File: src/rtl/particle_feed_pkg.sv
// rtl/particle_feed_pkg.sv - shared types and binary16 helpers for the particle frame feeder
package particle_feed_pkg;

    typedef enum logic [2:0] {
        ST_IDLE  = 3'd0,
        ST_ARMED = 3'd1,
        ST_SWEEP = 3'd2,
        ST_DRAIN = 3'd3,
        ST_SWAP  = 3'd4
    } feed_state_t;

    localparam int          FP16_EXP_MSB     = 14;
    localparam int          FP16_EXP_LSB     = 10;
    localparam logic [4:0]  FP16_EXP_SPECIAL = 5'h1F;

    // An all-ones exponent encodes Inf or NaN.
    function automatic logic fp16_is_special(input logic [15:0] i_half);
        return i_half[FP16_EXP_MSB:FP16_EXP_LSB] == FP16_EXP_SPECIAL;
    endfunction

endpackage

File: src/rtl/feed_valid_pipe.sv
// rtl/feed_valid_pipe.sv - valid-bit shadow of the position RAM read pipeline
//
// Ports:
//   clk, rst_n  clock and asynchronous active-low reset
//   i_valid     a read was issued this cycle
//   o_valid     the RAM data for that read is on rd_data this cycle
//   o_empty     no read is in flight
module feed_valid_pipe #(
    parameter int RD_LATENCY = 2
) (
    input  logic clk,
    input  logic rst_n,
    input  logic i_valid,
    output logic o_valid,
    output logic o_empty
);

    logic [RD_LATENCY-1:0] r_pipe;

    always_ff @(posedge clk or negedge rst_n) begin
        if (!rst_n) begin
            r_pipe <= '0;
        end else begin
            r_pipe[0] <= i_valid;
            for (int i = 1; i < RD_LATENCY; i++) begin
                r_pipe[i] <= r_pipe[i-1];
            end
        end
    end

    assign o_valid = r_pipe[RD_LATENCY-1];
    assign o_empty = (r_pipe == '0);

endmodule

File: src/rtl/particle_frame_feeder.sv
// rtl/particle_frame_feeder.sv - per-frame particle position sweep from position RAM to renderer
//
// Optional feature macro: PARTICLE_CULL_EN (drop particles holding Inf/NaN components).
//
// Ports:
//   clk_pixel, rst_n_in     pixel clock, asynchronous active-low reset
//   frame_start_in          frame boundary pulse
//   sim_ready_in            positions stable, sweep may start
//   num_particles_in        live particle count (clamped to MAX_PARTICLES)
//   rd_en_out, rd_addr_out  position RAM read port
//   rd_data_in              RAM data, RD_LATENCY cycles after the read
//   particle_position_out   registered position, held between strobes
//   data_valid_out          one strobe per emitted particle
//   frame_swap_out          one-cycle pulse after the sweep drains
//   busy_out                sweep in progress, RAM must not be written
//   dropped_frames_out      saturating count of ignored frame starts
//   culled_count_out        particles culled in the last sweep
module particle_frame_feeder
    import particle_feed_pkg::*;
#(
    parameter int DIMS          = 2,
    parameter int MAX_PARTICLES = 1024,
    parameter int ADDR_W        = $clog2(MAX_PARTICLES),
    parameter int RD_LATENCY    = 2
) (
    input  logic                 clk_pixel,
    input  logic                 rst_n_in,
    input  logic                 frame_start_in,
    input  logic                 sim_ready_in,
    input  logic [ADDR_W:0]      num_particles_in,
    output logic                 rd_en_out,
    output logic [ADDR_W-1:0]    rd_addr_out,
    input  logic [16*DIMS-1:0]   rd_data_in,
    output logic [16*DIMS-1:0]   particle_position_out,
    output logic                 data_valid_out,
    output logic                 frame_swap_out,
    output logic                 busy_out,
    output logic [7:0]           dropped_frames_out,
    output logic [ADDR_W:0]      culled_count_out
);

    localparam logic [ADDR_W:0] MAX_CNT = (ADDR_W+1)'(MAX_PARTICLES);

    feed_state_t          r_state;
    feed_state_t          w_state_next;
    logic                 r_rst_sync;
    logic                 w_rst_n;
    logic [ADDR_W:0]      r_count;
    logic [ADDR_W-1:0]    r_addr;
    logic [16*DIMS-1:0]   r_pos;
    logic                 r_valid;
    logic [7:0]           r_dropped;
    logic                 w_latch;
    logic                 w_last_addr;
    logic                 w_pipe_valid;
    logic                 w_pipe_empty;
    logic                 w_cull;
    logic [ADDR_W:0]      w_count_clamped;

    // Assertion is immediate; release is delayed by one clk_pixel edge.
    always_ff @(posedge clk_pixel or negedge rst_n_in) begin
        if (!rst_n_in) r_rst_sync <= 1'b0;
        else           r_rst_sync <= 1'b1;
    end
    assign w_rst_n = r_rst_sync;

    assign w_latch         = (r_state == ST_ARMED) && sim_ready_in;
    assign w_count_clamped = (num_particles_in > MAX_CNT) ? MAX_CNT : num_particles_in;
    assign w_last_addr     = ({1'b0, r_addr} == (r_count - 1'b1));

    feed_valid_pipe #(.RD_LATENCY(RD_LATENCY)) u_valid_pipe (
        .clk     (clk_pixel),
        .rst_n   (w_rst_n),
        .i_valid (rd_en_out),
        .o_valid (w_pipe_valid),
        .o_empty (w_pipe_empty)
    );

    always_ff @(posedge clk_pixel or negedge w_rst_n) begin
        if (!w_rst_n) r_state <= ST_IDLE;
        else          r_state <= w_state_next;
    end

    // DRAIN leaves once the read pipe is empty: the output register is then
    // loading (or holding) its final slot, so SWAP lands right after it.
    always_comb begin
        w_state_next = r_state;
        case (r_state)
            ST_IDLE:  if (frame_start_in) w_state_next = ST_ARMED;
            ST_ARMED: if (sim_ready_in)
                          w_state_next = (num_particles_in == '0) ? ST_SWAP : ST_SWEEP;
            ST_SWEEP: if (w_last_addr) w_state_next = ST_DRAIN;
            ST_DRAIN: if (w_pipe_empty) w_state_next = ST_SWAP;
            ST_SWAP:  w_state_next = ST_IDLE;
            default:  w_state_next = ST_IDLE;
        endcase
    end

`ifdef PARTICLE_CULL_EN
    logic [ADDR_W:0] r_culled;

    always_comb begin
        w_cull = 1'b0;
        for (int d = 0; d < DIMS; d++) begin
            if (fp16_is_special(rd_data_in[16*d +: 16])) w_cull = 1'b1;
        end
    end

    always_ff @(posedge clk_pixel or negedge w_rst_n) begin
        if (!w_rst_n) begin
            r_culled <= '0;
        end else if (w_latch) begin
            r_culled <= '0;
        end else if (w_pipe_valid && w_cull) begin
            r_culled <= r_culled + 1'b1;
        end
    end
    assign culled_count_out = r_culled;
`else
    assign w_cull           = 1'b0;
    assign culled_count_out = '0;
`endif

    always_ff @(posedge clk_pixel or negedge w_rst_n) begin
        if (!w_rst_n) begin
            r_count   <= '0;
            r_addr    <= '0;
            r_pos     <= '0;
            r_valid   <= 1'b0;
            r_dropped <= '0;
        end else begin
            if (w_latch) begin
                r_count <= w_count_clamped;
                r_addr  <= '0;
            end
            // Address returns to 0 after the last read so it never wraps into stale entries.
            if (r_state == ST_SWEEP) begin
                r_addr <= w_last_addr ? '0 : r_addr + 1'b1;
            end
            r_valid <= w_pipe_valid && !w_cull;
            if (w_pipe_valid && !w_cull) begin
                r_pos <= rd_data_in;
            end
            if (frame_start_in && (r_state != ST_IDLE) && (r_dropped != 8'hFF)) begin
                r_dropped <= r_dropped + 8'd1;
            end
        end
    end

    assign rd_en_out             = (r_state == ST_SWEEP);
    assign rd_addr_out           = r_addr;
    assign particle_position_out = r_pos;
    assign data_valid_out        = r_valid;
    assign frame_swap_out        = (r_state == ST_SWAP);
    assign busy_out              = (r_state != ST_IDLE);
    assign dropped_frames_out    = r_dropped;

endmodule

File: config.mk
export PLATFORM = sky130hd
export DESIGN_NAME = particle_frame_feeder
export DESIGN_NICKNAME = d
export VERILOG_FILES = /design/src/rtl/particle_feed_pkg.sv /design/src/rtl/feed_valid_pipe.sv /design/src/rtl/particle_frame_feeder.sv
export SDC_FILE = /design/constraint.sdc
export NUM_CORES = 1
export LEC_CHECK = 0
export BUFFER_PORTS_ARGS = -buffer_cell sky130_fd_sc_hd__buf_2
export CAP_MARGIN = 20
export CORE_MARGIN = 10
export CORE_UTILIZATION = 45
export CTS_CLUSTER_DIAMETER = 120
export CTS_CLUSTER_SIZE = 25
export DETAILED_ROUTE_END_ITERATION = 16
export PLACE_DENSITY = 0.84
export SLEW_MARGIN = 20
export SYNTH_ARGS = -nofsm -noshare
export SYNTH_HDL_FRONTEND = slang
export SYNTH_SLANG_ARGS = --single-unit
File: constraint.sdc
create_clock -name clk_pixel -period 2.1 [get_ports clk_pixel]
set_input_delay 0.525 -clock clk_pixel [delete_from_list [all_inputs] [get_ports clk_pixel]]
set_output_delay 0.525 -clock clk_pixel [all_outputs]
set_load 0.05 [all_outputs]
==> results.cfg <==
[status]
status = complete, but fails checks
violations = setup timing

[job]
cap_violations = 0

[logic_synthesis]
synth-xor-area-share_pct = 5.68
synth-async-reset-ratio_pct = 100
synth_top_family_by_area = simple AND/OR/NAND/NOR gates
ys_dominant_reg_cell = dfrtp_1
synth_cell_types = 47
syn_area_per_cell_um2 = 11.2
synthMuxAreaShare_pct = 11.5
yosysSeqAreaShare_pct = 52.5
synth_adder_area_share_pct = 1.16
synth_warnings = 0
yosys.area_share.simple_pct = 15.6
synth.ff_latch_count = 68
synth_area_um2 = 3240
synth_edf_count = 0
synth_compound_area_share_pct = 7.84
synth_cells = 288

[floorplanning]
rows = 30
die_x_um = 105
initial_core_util_pct = 46.9
die_area_um2 = 11000
die_h_um = 105
core_region_area_um2 = 6910
ios = 112

[power_and_ir_drop]
internal-power_mw = 3.97
clock_power_share_pct = 14.2
seqPwrFrac_pct = 29.1
power_density_nw_per_um2 = 1840
power.switching_mw = 3.89
comb_power_share_pct = 56.6
swShare_pct = 49.5
p_leak_nw = 2.10
vdd_ir_drop_max_mv = 0.817

[grt]
overflow = 0
grt_use_total_pct = 14.9
grt_start_max_net_pins = 38
grt_pass1_vias = 2767
antenna_found_initial = 0
grt_pass1_wl_um = 13500

[worst_setup_path]
path_class = reg -> reg
startpoint_type = flip-flop
reg2regPathDepth = 10
endpoint_kind = flip-flop
path_cells = inv_1 -> ha_2 -> nor3b_2 -> a21oi_1 -> or4_1 -> nor4_2 -> a31o_4 -> buf_4 -> o21bai_1 -> a21o_1
rrSetupSlack_ns = -0.28
required_ns = 2.34
cp-startpoint = r_count[1]
cpMaxStageDelayCell = or4_1
rr_endpoint = rd_addr_out[6]
r2r-start = r_count[1]
crit_arrival_ns = 2.62
crit_path_max_fanout = 8
crit_end = rd_addr_out[6]
slowest_delay_ns = 0.53

[cells_and_area]
layout-drive-gt1-share_pct = 48.9
final_nets = 466
syn_to_final_growth_pct = 31.9
antennaDiodeCount = 0
final_util_pct = 61.9

[clock_tree]
clkSlewWorstSetupHoldPaths_ns = 0.08
root_buffer = clkbuf_8
cts_tree = done
cts.sinks = 68
clk_latency_ns = 0.34
cts_made_buffers = 9
cts_max_level = 3
cts_buffer_depth = 2

[timing]
fmax_mhz = 420
fin_crit_ns = 2.38
hold_violations = 0
fin_crit_sh_pct = 113
setup_ws_ns = -0.279
slew_viol_final = 0
finalSetupViolations = 11
skew_ns = 0.00870
rsz0062_at_grt = yes

[placed_design]
io_buffer_count = 100
gp_congestion = 0.829
dp_slack_ns = -0.386
hpwlAfterDp_um = 6400

[routing]
via_count = 2595
first_iter_violations = 104
ant_nets = 0
wl_per_cell_um = 15.9
drt-pass1-iter-count = 5
wl_um = 8210
vias_per_cell = 5.02
remaining_drc_errors = 0

[worst_hold_path]
hp-class = reg -> async
[metal layers]
metal | GRT usage (%) | share of wire [%]
met1 | 17.1 | 42
met2 | 25.8 | 50
met3 | 4.12 | 6.4
met4 | 5.20 | 1.6
met5 | 0 | 0
[worst min-delay path by stage]
stage / start / end / slack (ns)
final: r_rst_sync / rd_addr_out[9] / 0.07
after global routing: r_rst_sync / rd_addr_out[7] / 0.1
after CTS: r_rst_sync / rd_addr_out[7] / 0.08
after detailed placement: r_rst_sync / rd_addr_out[7] / 0.08
after global placement: r_rst_sync / rd_addr_out[7] / 0.07
after floorplan: rst_n_in / r_rst_sync / 0.23
[cells in the final DEF (no fill, tap or decap), types with 3 or more instances in the layout]
cell / synthesis / final
buf_4: 11 / 30
nor3b_2: 1 / 3
nand3_1: 10 / 10
nand2b_1: 7 / 7
o21ai_0: 12 / 10
a21oi_1: 5 / 5
dfrtp_2: 0 / 5
nand2_1: 26 / 26
clkbuf_8: 0 / 9
xnor2_1: 16 / 16
nor2_1: 11 / 10
inv_1: 8 / 8
o21bai_1: 4 / 4
dfrtp_1: 68 / 63
xor2_1: 5 / 5
mux2_2: 33 / 33
conb_1: 2 / 12
a22o_1: 3 / 3
buf_2: 1 / 99
a21o_1: 4 / 4
nor3_1: 5 / 5
[cell type report]
| type | count | area (um2) |
|---|---|---|
| tap | 96 | 120 |
| fill | 586 | 2630 |
| multi-input combinational | 198 | 1470 |
| inverter | 8 | 30.0 |
| timing repair buffer | 131 | 742 |
| clock buffer | 9 | 124 |
| sequential | 68 | 1710 |
| clock inverter | 7 | 83.8 |
[power groups by stage]
stage	registers (mW)	clock network, mW	logic (mW)
floorplan	3.80	0	1.69
global placement	2.26	0	4.16
detailed placement	2.31	0	4.27
CTS	2.29	1.14	4.38
global route	2.38	1.21	4.75
finish	2.29	1.12	4.45
[cells by family (layout without fill, tap and decap cells)]
| family | Yosys count | in the layout |
|---|---|---|
| AOI/OAI and AO/OA | 38 | 38 |
| xor gates and xnor gates | 21 | 21 |
| adders and majority gates | 3 | 3 |
| buffers and inverters | 32 | 155 |
| DFF | 68 | 68 |
| muxes | 33 | 33 |
| other | 2 | 12 |
| and+or+nand+nor | 91 | 91 |
[critical path: cells and delay by family, from the launching register on]
kind / cells / cell delay [ns]
AND/OR/NAND/NOR: 3 / 0.93
flip-flops: 1 / 0.38
AO/OA/AOI/OAI: 4 / 0.59
adder cells (fa/ha/maj): 1 / 0.18
buffers and inverters: 2 / 0.20
[synth_stat cells, types with 3 or more instances]
cell type  count  area [um2]
mux2_2        33         372
nand2_1       26        97.6
nor3b_1        4        30.0
dfrtp_1       68        1700
clkbuf_1       9        33.8
a21oi_1        5        25.0
o21ai_0       12        60.1
ha_1           3        37.5
o21bai_1       4        30.0
xnor2_1       16         140
nand2b_1       7        43.8
buf_4         11        82.6
nor3_1         5        25.0
nor2_1        11        41.3
a22o_1         3        26.3
inv_1          8        30.0
or2_2          3        18.8
nand3_1       10        50.1
a21o_1         4        30.0
xor2_1         5        43.8
[flip-flops by register name (all words and copies together), names as in the netlist]
| register | cells |
|---|---|
| particle_position_out | 32 |
| r_count | 11 |
| rd_addr_out | 10 |
| dropped_frames_out | 8 |
| r_state | 3 |
| u_valid_pipe.r_pipe | 2 |
| data_valid_out | 1 |
| r_rst_sync | 1 |
[through the flow]
step,hold slack (ns),area [um2],setup TNS [ns],std cells,power [mW]
after global placement,0.0738,3960,-1.93,493,6.42
after floorplan,0.229,3310,-1.33,298,5.49
after detailed placement,0.0807,3960,-3.13,493,6.58
after global routing,0.0999,4270,-3.56,517,8.34
final,0.0727,4270,-2.23,517,7.87
after CTS,0.0809,4230,-2.37,516,7.81
[repair_timing]
item,4_1_cts,5_1_grt
pin swaps,2,1
hold endpoints to repair,1,0
setup endpoints to repair,11,12
hold buffers,1,0
gates cloned,0,0
resized for setup,6,9
buffers inserted,6,1
Note: power is estimated with default switching activity, not from simulation.
